===== src/rtl/hazard_ctl.sv =====
// hazard_ctl: RF-stage operand forwarding selects and load-use stall control.
// Ports: clk, rst_i (async, active-high); RF instr rs/rt/rd fields + flags;
//   hold_i (freeze), flush_i (discard); fw_cmp_rs/fw_cmp_rt, stall_o, busy_o.
// Build option: HAZ_STAT_EN adds stall_cnt_o/fwd_cnt_o saturating counters.
module hazard_ctl #(
  parameter int unsigned LOAD_LAT = 1,
  parameter logic [2:0]  FW_RF    = 3'd0,
  parameter logic [2:0]  FW_ALU   = 3'd1,
  parameter logic [2:0]  FW_MEM   = 3'd2
) (
  input  logic       clk,
  input  logic       rst_i,
  input  logic [4:0] rs_n_i,
  input  logic [4:0] rt_n_i,
  input  logic       rs_use_i,
  input  logic       rt_use_i,
  input  logic [4:0] rd_index_i,
  input  logic       rd_we_i,
  input  logic       rd_ld_i,
  input  logic       hold_i,
  input  logic       flush_i,
  output logic [2:0] fw_cmp_rs,
  output logic [2:0] fw_cmp_rt,
  output logic       stall_o,
  output logic       busy_o
`ifdef HAZ_STAT_EN
  ,
  output logic [31:0] stall_cnt_o,
  output logic [31:0] fwd_cnt_o
`endif
);

  localparam logic RUN   = 1'b0;
  localparam logic STALL = 1'b1;

  // A load in MEM is still not forwardable when data trails by 2 cycles.
  localparam logic MEM_LATE = (LOAD_LAT == 2);
  // Stall counter start value: LOAD_LAT-1 (0 or 1).
  localparam logic CNT_INIT = (LOAD_LAT == 2);

  logic [4:0] ex_rd_q;
  logic       ex_we_q;
  logic       ex_ld_q;
  logic [4:0] mem_rd_q;
  logic       mem_we_q;
  logic       mem_ld_q;

  logic       state_q;
  logic       state_d;
  logic       cnt_q;
  logic       cnt_d;

  logic       rs_act;
  logic       rt_act;
  logic       ex_rs;
  logic       ex_rt;
  logic       mem_rs;
  logic       mem_rt;
  logic       haz_rs;
  logic       haz_rt;
  logic       bubble;

  function automatic logic [2:0] fw_sel(
    input logic act,
    input logic ex_hit,
    input logic mem_hit
  );
    if (!act)
      return FW_RF;
    else if (ex_hit)
      return FW_ALU;
    else if (mem_hit)
      return FW_MEM;
    else
      return FW_RF;
  endfunction

  always_comb begin
    rs_act = rs_use_i & (|rs_n_i);
    rt_act = rt_use_i & (|rt_n_i);
    ex_rs  = ex_we_q & (ex_rd_q == rs_n_i);
    ex_rt  = ex_we_q & (ex_rd_q == rt_n_i);
    mem_rs = mem_we_q & (mem_rd_q == rs_n_i);
    mem_rt = mem_we_q & (mem_rd_q == rt_n_i);

    fw_cmp_rs = fw_sel(rs_act, ex_rs & ~ex_ld_q,
                       mem_rs & ~(mem_ld_q & MEM_LATE));
    fw_cmp_rt = fw_sel(rt_act, ex_rt & ~ex_ld_q,
                       mem_rt & ~(mem_ld_q & MEM_LATE));

    // Operand produced by a load whose data is not out yet.
    haz_rs = rs_act & ((ex_rs & ex_ld_q) |
                       (mem_rs & mem_ld_q & MEM_LATE));
    haz_rt = rt_act & ((ex_rt & ex_ld_q) |
                       (mem_rt & mem_ld_q & MEM_LATE));

    stall_o = (haz_rs | haz_rt) & ~flush_i;
    bubble  = stall_o | flush_i;
    busy_o  = (state_q == STALL);
  end

  always_ff @(posedge clk or posedge rst_i) begin
    if (rst_i) begin
      ex_rd_q  <= '0;
      ex_we_q  <= 1'b0;
      ex_ld_q  <= 1'b0;
      mem_rd_q <= '0;
      mem_we_q <= 1'b0;
      mem_ld_q <= 1'b0;
    end else if (!hold_i) begin
      mem_rd_q <= ex_rd_q;
      mem_we_q <= ex_we_q;
      mem_ld_q <= ex_ld_q;
      ex_rd_q  <= rd_index_i;
      ex_we_q  <= rd_we_i & ~bubble;
      ex_ld_q  <= rd_ld_i & ~bubble;
    end
  end

  always_comb begin
    state_d = state_q;
    cnt_d   = cnt_q;
    if (!hold_i) begin
      unique case (state_q)
        RUN: begin
          if (stall_o) begin
            state_d = STALL;
            cnt_d   = CNT_INIT;
          end
        end
        default: begin
          if (flush_i || cnt_q == 1'b0)
            state_d = RUN;
          else
            cnt_d = cnt_q - 1'b1;
        end
      endcase
    end
  end

  always_ff @(posedge clk or posedge rst_i) begin
    if (rst_i) begin
      state_q <= RUN;
      cnt_q   <= 1'b0;
    end else begin
      state_q <= state_d;
      cnt_q   <= cnt_d;
    end
  end

`ifdef HAZ_STAT_EN
  logic [31:0] stall_cnt_q;
  logic [31:0] fwd_cnt_q;
  logic        any_fw;

  assign any_fw = (fw_cmp_rs != FW_RF) | (fw_cmp_rt != FW_RF);

  always_ff @(posedge clk or posedge rst_i) begin
    if (rst_i) begin
      stall_cnt_q <= '0;
      fwd_cnt_q   <= '0;
    end else if (!hold_i) begin
      if (stall_o && stall_cnt_q != 32'hFFFF_FFFF)
        stall_cnt_q <= stall_cnt_q + 32'd1;
      if (any_fw && fwd_cnt_q != 32'hFFFF_FFFF)
        fwd_cnt_q <= fwd_cnt_q + 32'd1;
    end
  end

  assign stall_cnt_o = stall_cnt_q;
  assign fwd_cnt_o   = fwd_cnt_q;
`endif

endmodule


===== config.mk =====
export PLATFORM = sky130hd
export DESIGN_NAME = hazard_ctl
export DESIGN_NICKNAME = d
export VERILOG_FILES = /design/src/rtl/hazard_ctl.sv
export SDC_FILE = /design/constraint.sdc
export NUM_CORES = 1
export LEC_CHECK = 0
export CORE_MARGIN = 2
export CORE_UTILIZATION = 48
export DETAILED_ROUTE_END_ITERATION = 12
export GPL_TIMING_DRIVEN = 1
export PLACE_DENSITY = 0.84
export SLEW_MARGIN = 20
export SYNTH_ARGS = -nofsm -noshare
export SYNTH_HDL_FRONTEND = slang
export SYNTH_SLANG_ARGS = --single-unit

===== constraint.sdc =====
create_clock -name clk -period 6 [get_ports clk]
set_clock_uncertainty 0.2 [all_clocks]
set_input_delay 1.2 -clock clk [delete_from_list [all_inputs] [get_ports clk]]
set_output_delay 1.2 -clock clk [all_outputs]
set_load 0.01 [all_outputs]

==> results of run 1 <==
## synthesized netlist by cell type
cell type,instances
or4_1,4
inv_1,3
a21oi_2,1
nor3b_1,2
o21ai_2,2
clkbuf_1,1
nor4_1,2
dfrtp_1,15
o211a_1,1
o21ai_0,1
conb_1,1
mux2_2,11
nor2b_1,1
nor3_1,1
nor2_1,3
nand2_1,8
xor2_1,10
xnor2_1,10
and2_4,1
nand3_1,3
nand2b_1,1
or4_4,2
o31ai_2,1
buf_1,1
o41ai_1,2
buf_4,2
## cell families after synthesis
logic type / count (synthesis) / share of synthesized area, %
AOI/OAI and AO/OA: 8 / 7.54
xor gates and xnor gates: 20 / 18.5
DFF: 15 / 39.7
other: 1 / 0.396
buffers and inverters: 7 / 3.57
muxes: 11 / 13.1
and+or+nand+nor: 28 / 17.2
## area by class of cell
cell class	instances	area, um2
Fill cell	151	634
Multi-Input combinational cell	69	541
Sequential cell	15	375
Timing Repair Buffer	28	280
Tap cell	27	33.8
Clock buffer	4	26.3
Inverter	3	11.3
## through the flow
step / instances / setup slack [ns]
detailed placement: 142 / 1.16
CTS: 146 / 1.17
global route: 146 / 1.02
finish: 146 / 1.16
floorplan: 91 / 2.23
global placement: 142 / 1.17
## flip-flops by register name, summed over array words and instances, names as in the netlist
register  cells
busy_o        1
cnt_q         1
ex_ld_q       1
ex_rd_q       5
ex_we_q       1
mem_rd_q      5
mem_we_q      1
## report_power, final
| group | switching [mW] | internal [mW] | total [mW] |
|---|---|---|---|
| sequential | 0.0128 | 0.111 | 0.124 |
| combinational | 0.0240 | 0.0365 | 0.0605 |
| clock | 0.0325 | 0.0259 | 0.0584 |
## worst paths after layout
check,endpoint,start,cells past startpoint
max in group asynchronous,ex_rd_q[4],rst_i,2
worst min-delay path,cnt_q,cnt_q,1
worst max register to register,cnt_q,ex_rd_q[3],5
worst min register to register,cnt_q,cnt_q,1
min in group asynchronous,ex_we_q,rst_i,2
worst max-delay path,stall_o,rs_n_i[2],7
## worst reg2reg max path, stage by stage (launching register included)
cell	delay [ns]
dfrtp_1	0.44
xnor2_1	0.18
nand2_1	0.09
or4_4	0.53
and2_4	0.19
o211a_1	0.21
## layer usage
metal  GRT usage (%)  part of all wire, %
met3            4.63                  4.0
met5               0                    0
met1            22.1                   42
met4            11.4                  3.1
met2            32.9                   51
==> flow_summary_export.csv, run 1 <==
group,metric,value,unit
synthesis,synthCells,90,
placement,numPortBuffers,28,
clocking,path_clk_slew,0.09,ns
die,start_util,49.7,%
layout,layout_common_cells,"clkdlybuf4s50_1, dfrtp_1, mux2_2",
sta,finalCritPeriodShare,80.6,%
sta,rsz0062_at_grt,"no",
worst_setup_path,path_cells,"clkdlybuf4s50_1 -> or4_1 -> o21ai_2 -> or4_4 -> and2_4 -> nor3_1 -> clkdlybuf4s50_1",
global_route,grt_pass1_vias,773,
synthesis,seq_area_frac_synth,39.7,%
sta,max_freq,207,MHz
sta,tightest_slew,0.637,ns
pwr,total_power,0.243,mW
sta,fin_setup_tns,0,ns
drt,wirelength,2000,um
hold_path,min_path_type,"flip-flop to flip-flop",
clocking,root_buffer,"clkbuf_4",
global_route,grt_start_max_net_pins,18,
sta,relSlewSlack,57.4,%
synthesis,yosys_register_bits,15,
synthesis,yosys_warnings,0,
clocking,postCtsSetupBuffers,0,
clocking,cts_buffers,3,
drt,via_per_inst,5.18,
job,max_cap_violations,0,
worst_setup_path,crit_type,"input port to output port",
placement,placed_area,1240,um2
die,core-area,1900,um2
placement,place_congestion,0.873,
synthesis,syn_area,946,um2
clocking,cts_tree,"done",
die,die_area,2340,um2
global_route,gr-total-overflow,0,
global_route,antenna_found_initial,0,
drt,wl_per_cell,13.7,um
synthesis,avgSynthCellArea,10.5,um2
worst_setup_path,start_kind,"input port",
clocking,hold_buffers,0,
worst_setup_path,crit_slowest_cell,"clkdlybuf4s50_1",
sta,period_needed,4.84,ns
layout,design_area,1270,um2
worst_setup_path,r2r_setup_slack,4.05,ns
layout,final_common_cell,"clkdlybuf4s50_1",
clocking,ctsResizeCount,0,
sta,maxSlewViolCount,0,
layout,num_antenna_cells,0,
die,fp.dieH,48.4,um
sta,timing.hold.ws,0.310,ns
pwr,peakVddDrop,167,uV
layout,nets,143,
synthesis,netlist_top_cells_area,"dfrtp_1, mux2_2, xnor2_1",
sta,setup_viol,0,
worst_setup_path,slowest_delay,0.56,ns
die,die_w,48.4,um
run_status,status,"completed",
layout,layout-drive-gt1-share,17.6,%
worst_setup_path,cp_max_fo,3,
drt,drc_errors,0,
worst_setup_path,crit_required,4.60,ns
drt,dr.first_iter.drc_count,10,
synthesis,yosysUniqueCellTypes,26,
clocking,clock-sinks,15,
worst_setup_path,critical_path.top_delay_family,"buffers and inverters",
pwr,powerDensity,192,nW/um2
drt,ant_nets,0,
global_route,grt_pass1_wl,3360,um
worst_setup_path,crit_buf_inv,2,
global_route,grt_use_total,19.3,%
worst_setup_path,worst_ep_arrival_time,3.44,ns
clocking,worstSkewPairLatency,0.29,ns
die,ios,31,
clocking,cts_buffer_depth,2,
drt,vias,756,
sta,hold_viol_final,0,
synthesis,synth.top_cell.area_share,39.7,%
clocking,h-tree-depth,1,
placement,post-dp-hpwl,1710,um
synthesis,synth_top_area_cell,"dfrtp_1",
layout,area_growth,34.0,%
pwr,leakage,0.498,nW
worst_setup_path,crit_top_cell,"clkdlybuf4s50_1",
layout,final_core_util,66.6,%
drt,firstDrtPassIters,4,
worst_setup_path,critPathCaptureType,"output port",
die,rows,16,
Power figures use the tool's default switching activity.
==> inputs of run 2 (changes only) <==
- CORE_UTILIZATION: 48 -> 40
- PLACE_DENSITY: 0.84 -> 0.75
- clock period: 6 -> 3.9 ns (I/O delays scaled with it)
==> run 2 against run 1 <==
Effect of this change:
- sequential share of layout area shrank 1.8 points
- clock power rose by 57%
- non-clock buffer count up 10
- setup slack worse by 1.0 ns
- critical endpoint is now fw_cmp_rt[1]
- routed wire length is 2.5% higher
- highest routed layer unchanged
- via count grew 2.0%
- largest power group unchanged
- sequential cell count is the same
- sequential power up 52%
- cell count rose by 7.5%
==> flow_summary_export.csv, run 2 (synthesis gave the netlist of run 1 again) <==
group,metric,value,unit
hold_path,worstHoldEndpoint,"cnt_q",
drt,ant_nets,0,
pwr,total_power,0.384,mW
global_route,gr-total-overflow,0,
layout,num_antenna_cells,0,
pwr,peakVddDrop,240,uV
layout,final_core_util,60.4,%
layout,design_area,1350,um2
placement,placed_area,1320,um2
sta,timing.hold.ws,0.311,ns
sta,rsz0062_at_grt,"no",
drt,vias,771,
hold_path,min_path_cells,1,
worst_setup_path,r2r_setup_slack,1.84,ns
worst_setup_path,r2r-end,"cnt_q",
layout,layout_common_cells,"clkdlybuf4s50_1, dfrtp_1, mux2_2",
sta,max_freq,266,MHz
hold_path,min_path_type,"flip-flop to flip-flop",
clocking,path_clk_slew,0.09,ns
drt,dr.first_iter.drc_count,5,
sta,tightest_slew,0.699,ns
hold_path,worstHoldStart,"cnt_q",
pwr,powerDensity,285,nW/um2
global_route,antenna_found_initial,0,
drt,highest_layer,"met4",
clocking,worstSkewPairLatency,0.29,ns
worst_setup_path,critPathCaptureType,"output port",
pwr,leakage,0.549,nW
sta,period_needed,3.76,ns
worst_setup_path,crit_type,"input port to output port",
sta,setup_viol,0,
sta,hold_viol_final,0,
placement,numPortBuffers,28,
sta,setup_ws,0.143,ns
placement,post-place-ws,-0.0584,ns
worst_setup_path,crit_required,2.92,ns
sta,finalCritPeriodShare,96.3,%
clocking,hold_buffers,0,
worst_setup_path,start_kind,"input port",
clocking,cts_buffer_depth,2,
worst_setup_path,r2r_cells,6,
layout,layout-drive-gt1-share,24.8,%
die,die_w,52.6,um
sta,maxSlewViolCount,0,
global_route,grt_use_total,17.5,%
layout,area_growth,42.6,%
worst_setup_path,r2r-start,"ex_rd_q[4]",
placement,post-dp-hpwl,1710,um
clocking,h-tree-depth,1,
worst_setup_path,cp-startpoint,"rt_n_i[0]",
drt,wirelength,2050,um
global_route,grt_pass1_vias,835,
drt,wl_per_cell,13.0,um
layout,final_common_cell,"clkdlybuf4s50_1",
placement,place_congestion,0.790,
clocking,cts_tree,"done",
die,die_area,2770,um2
die,start_util,42.4,%
drt,drc_errors,0,
placement,dp_cells,153,
clocking,postCtsSetupBuffers,0,
drt,met3WireLength,90,um
run_status,status,"completed",
drt,routedLengthMet1,920,um
clocking,clock-sinks,15,
clocking,cts_buffers,3,
die,fp.dieH,52.6,um
drt,dr_wl_met2,1030,um
layout,stdcell_count,157,
drt,firstDrtPassIters,4,
worst_setup_path,worst_ep_arrival_time,2.78,ns
global_route,grt_pass1_wl,3490,um
sta,fin_setup_tns,0,ns
die,core-area,2230,um2
sta,relSlewSlack,53.2,%
die,rows,17,
clocking,root_buffer,"clkbuf_4",
global_route,grt_start_max_net_pins,18,
layout,nets,153,
die,ios,31,
layout,top_regs,"ex_rd_q: 5 flops, mem_rd_q: 5 flops",
drt,via_per_inst,4.91,
job,max_cap_violations,0,
worst_setup_path,cp_max_fo,3,
-- run 2: cell count changes in the layout (fill, tap and decap cells not counted) --
| cell | previous run | this run |
|---|---|---|
| nor4_1 | 2 | 1 |
| clkdlybuf4s50_1 | 28 | 27 |
| nor4_2 | 0 | 1 |
| buf_4 | 0 | 10 |
| dlygate4sd2_1 | 0 | 1 |
-- run 2: routing by layer --
metal  GRT usage (%)  up-vias
met4            7.69        0
met3            2.00        2
met2            31.5       22
li1                -      394
met1            20.8      353
met5               0        -
-- run 2: how the worst max path moves through the flow --
stage / endpoint
after global placement: stall_o
after global routing: fw_cmp_rt[1]
after CTS: fw_cmp_rt[1]
after floorplan: stall_o
after detailed placement: stall_o
final: fw_cmp_rt[1]
-- run 2: repair_timing --
action                                  CTS  global route
pin swaps                                 0             0
resized for setup                         1             1
endpoints found under the setup margin    1             1
-- run 2: where the power goes --
| part | switching (mW) | total [mW] | leakage (nW) | internal (mW) |
|---|---|---|---|---|
| clock network | 0.0517 | 0.0914 | 0.0150 | 0.0397 |
| registers | 0.0181 | 0.189 | 0.184 | 0.171 |
| logic | 0.0408 | 0.103 | 0.350 | 0.0624 |
| total | 0.111 | 0.384 | 0.549 | 0.273 |
-- run 2: worst max-delay path, stage by stage --
cell and delay [ns]:
clkdlybuf4s50_1 0.47, buf_4 0.16, xor2_1 0.15, nor4_2 0.29, nand3_1 0.12, nor3b_1 0.23, clkdlybuf4s50_1 0.57
-- run 2: final cells by class --
cell class / instances / area (um2)
multi-input combinational: 69 / 547
clock buffer: 4 / 26.3
inverter: 3 / 11.3
tap: 28 / 35.0
fill: 201 / 885
sequential: 15 / 375
timing repair buffer: 38 / 354
==> inputs of run 3 (changes only) <==
- CELL_PAD_IN_SITES_DETAIL_PLACEMENT: not set -> 1
- CELL_PAD_IN_SITES_GLOBAL_PLACEMENT: not set -> 1
- CORE_UTILIZATION: 40 -> 30
- PLACE_DENSITY: 0.75 -> 0.74
- REMOVE_ABC_BUFFERS: not set -> 1
==> run 3 against run 2 <==
Effect of this change:
- sequential power about the same
- via count up 8.2%
- largest cell class unchanged
- highest routed layer unchanged
- cell count up 12%
==> flow_summary_export.csv, run 3 (synthesis gave the netlist of run 1 again) <==
group,metric,value,unit
worst_setup_path,crit_slowest_cell,"clkdlybuf4s50_1",
worst_setup_path,crit_top_cell,"clkdlybuf4s50_1",
sta,tightest_slew,0.672,ns
drt,via_per_inst,4.74,
clocking,postCtsSetupBuffers,0,
layout,top_regs,"ex_rd_q: 5 flops, mem_rd_q: 5 flops",
global_route,grt_pass1_wl,4060,um
sta,period_needed,3.74,ns
pwr,total_power,0.390,mW
sta,fin_setup_tns,0,ns
run_status,status,"completed",
worst_setup_path,crit_type,"input port to output port",
die,die_w,60.2,um
sta,relSlewSlack,55.1,%
worst_setup_path,slowest_delay,0.55,ns
die,core-area,3030,um2
die,ios,31,
hold_path,worstHoldEndpoint,"ex_ld_q",
sta,setup_ws,0.161,ns
worst_setup_path,path_cells,"clkdlybuf4s50_1 -> xnor2_1 -> nand2_1 -> or4_1 -> nor2_1 -> clkdlybuf4s50_1",
clocking,worstSkewPairLatency,0.29,ns
pwr,leakage,0.585,nW
clocking,root_buffer,"clkbuf_4",
layout,layout_common_cells,"clkdlybuf4s50_1, dfrtp_1, buf_4",
drt,ant_nets,0,
clocking,cts_buffer_depth,2,
global_route,grt_start_max_net_pins,18,
sta,max_freq,267,MHz
worst_setup_path,r2r_setup_slack,1.81,ns
placement,place_congestion,0.857,
layout,final_core_util,46.1,%
hold_path,worstHoldStart,"ex_ld_q",
worst_setup_path,crit_required,2.92,ns
layout,num_antenna_cells,0,
drt,drc_errors,0,
placement,post-dp-hpwl,2040,um
drt,dr.first_iter.drc_count,27,
pwr,peakVddDrop,136,uV
die,fp.dieH,60.2,um
drt,wirelength,2390,um
clocking,hold_buffers,0,
layout,layout-drive-gt1-share,27.3,%
worst_setup_path,cp_max_fo,3,
sta,maxSlewViolCount,0,
hold_path,min_path_type,"flip-flop to flip-flop",
clocking,cts_tree,"done",
layout,stdcell_count,176,
pwr,powerDensity,280,nW/um2
layout,nets,156,
sta,rsz0062_at_grt,"no",
worst_setup_path,r2r-end,"cnt_q",
drt,vias,834,
layout,area_growth,47.5,%
die,start_util,31.2,%
die,die_area,3620,um2
global_route,grt_use_total,15.3,%
drt,wl_per_cell,13.6,um
sta,setup_viol,0,
placement,dp_cells,172,
sta,hold_viol_final,0,
job,max_cap_violations,0,
clocking,cts_buffers,3,
drt,firstDrtPassIters,4,
sta,finalCritPeriodShare,95.9,%
worst_setup_path,critPathCaptureType,"output port",
die,rows,20,
placement,post-place-ws,-0.0707,ns
clocking,h-tree-depth,1,
placement,numPortBuffers,28,
global_route,gr-total-overflow,0,
worst_setup_path,r2r_cells,6,
global_route,grt_pass1_vias,871,
worst_setup_path,worst_ep_arrival_time,2.76,ns
clocking,clock-sinks,15,
clocking,ctsResizeCount,1,
global_route,antenna_found_initial,0,
layout,final_common_cell,"clkdlybuf4s50_1",
worst_setup_path,start_kind,"input port",
hold_path,min_path_cells,2,
worst_setup_path,r2r-start,"ex_rd_q[4]",
clocking,path_clk_slew,0.09,ns
==> run 3: cell types whose count changed in the layout (fill, tap and decap cells not counted), sizes merged <==
cell           change
clkbuf             -1
dlymetal6s2s       +1
buf                +3
clkinv             +1
clkdlybuf4s50      -1
==> run 3: worst max-delay path by stage <==
| stage | end | cells after the start | startpoint | slack [ns] |
|---|---|---|---|---|
| after global placement | stall_o | 7 | rs_n_i[3] | -0.07 |
| after global routing | fw_cmp_rs[1] | 7 | rs_n_i[4] | 0.02 |
| final | fw_cmp_rt[0] | 6 | rt_n_i[1] | 0.16 |
| after floorplan | stall_o | 5 | rs_n_i[3] | 0.97 |
| after detailed placement | stall_o | 7 | rs_n_i[4] | -0.07 |
| after CTS | fw_cmp_rt[1] | 7 | rt_n_i[0] | 0.04 |
==> run 3: through the flow <==
step | hold slack [ns] | cell area, um2
3_5_place_dp | 0.313 | 1360
4_1_cts | 0.335 | 1390
6_report | 0.331 | 1400
2_1_floorplan | 0.270 | 927
5_1_grt | 0.375 | 1400
3_3_place_gp | 0.278 | 1360
==> run 3: area by class of cell <==
class                           instances  area, um2
Fill cell                             346       1630
Timing Repair Buffer                   41        379
Inverter                                3       11.3
Clock inverter                          1       5.00
Tap cell                               44       55.1
Multi-Input combinational cell         69        547
Clock buffer                            3       22.5
Sequential cell                        15        375
==> run 3: worst max-delay path, delay by kind of cell <==
family | cells | cell delay, ns
xor gates and xnor gates | 1 | 0.14
and+or+nand+nor | 3 | 0.74
buffers and inverters | 2 | 1.09
==> run 3: layer usage <==
| metal | GRT usage (%) | part of all wire, % | up-vias |
|---|---|---|---|
| met4 | 9.84 | 2.6 | 0 |
| met2 | 26.7 | 52 | 20 |
| li1 | - | - | 396 |
| met1 | 18.0 | 43 | 412 |
| met5 | 0 | 0 | - |
| met3 | 0.649 | 3.0 | 6 |
==> run 3: where the power goes <==
group | switching (mW) | internal [mW]
sequential | 0.0187 | 0.171
clock | 0.0535 | 0.0381
combinational | 0.0447 | 0.0642
total | 0.117 | 0.273
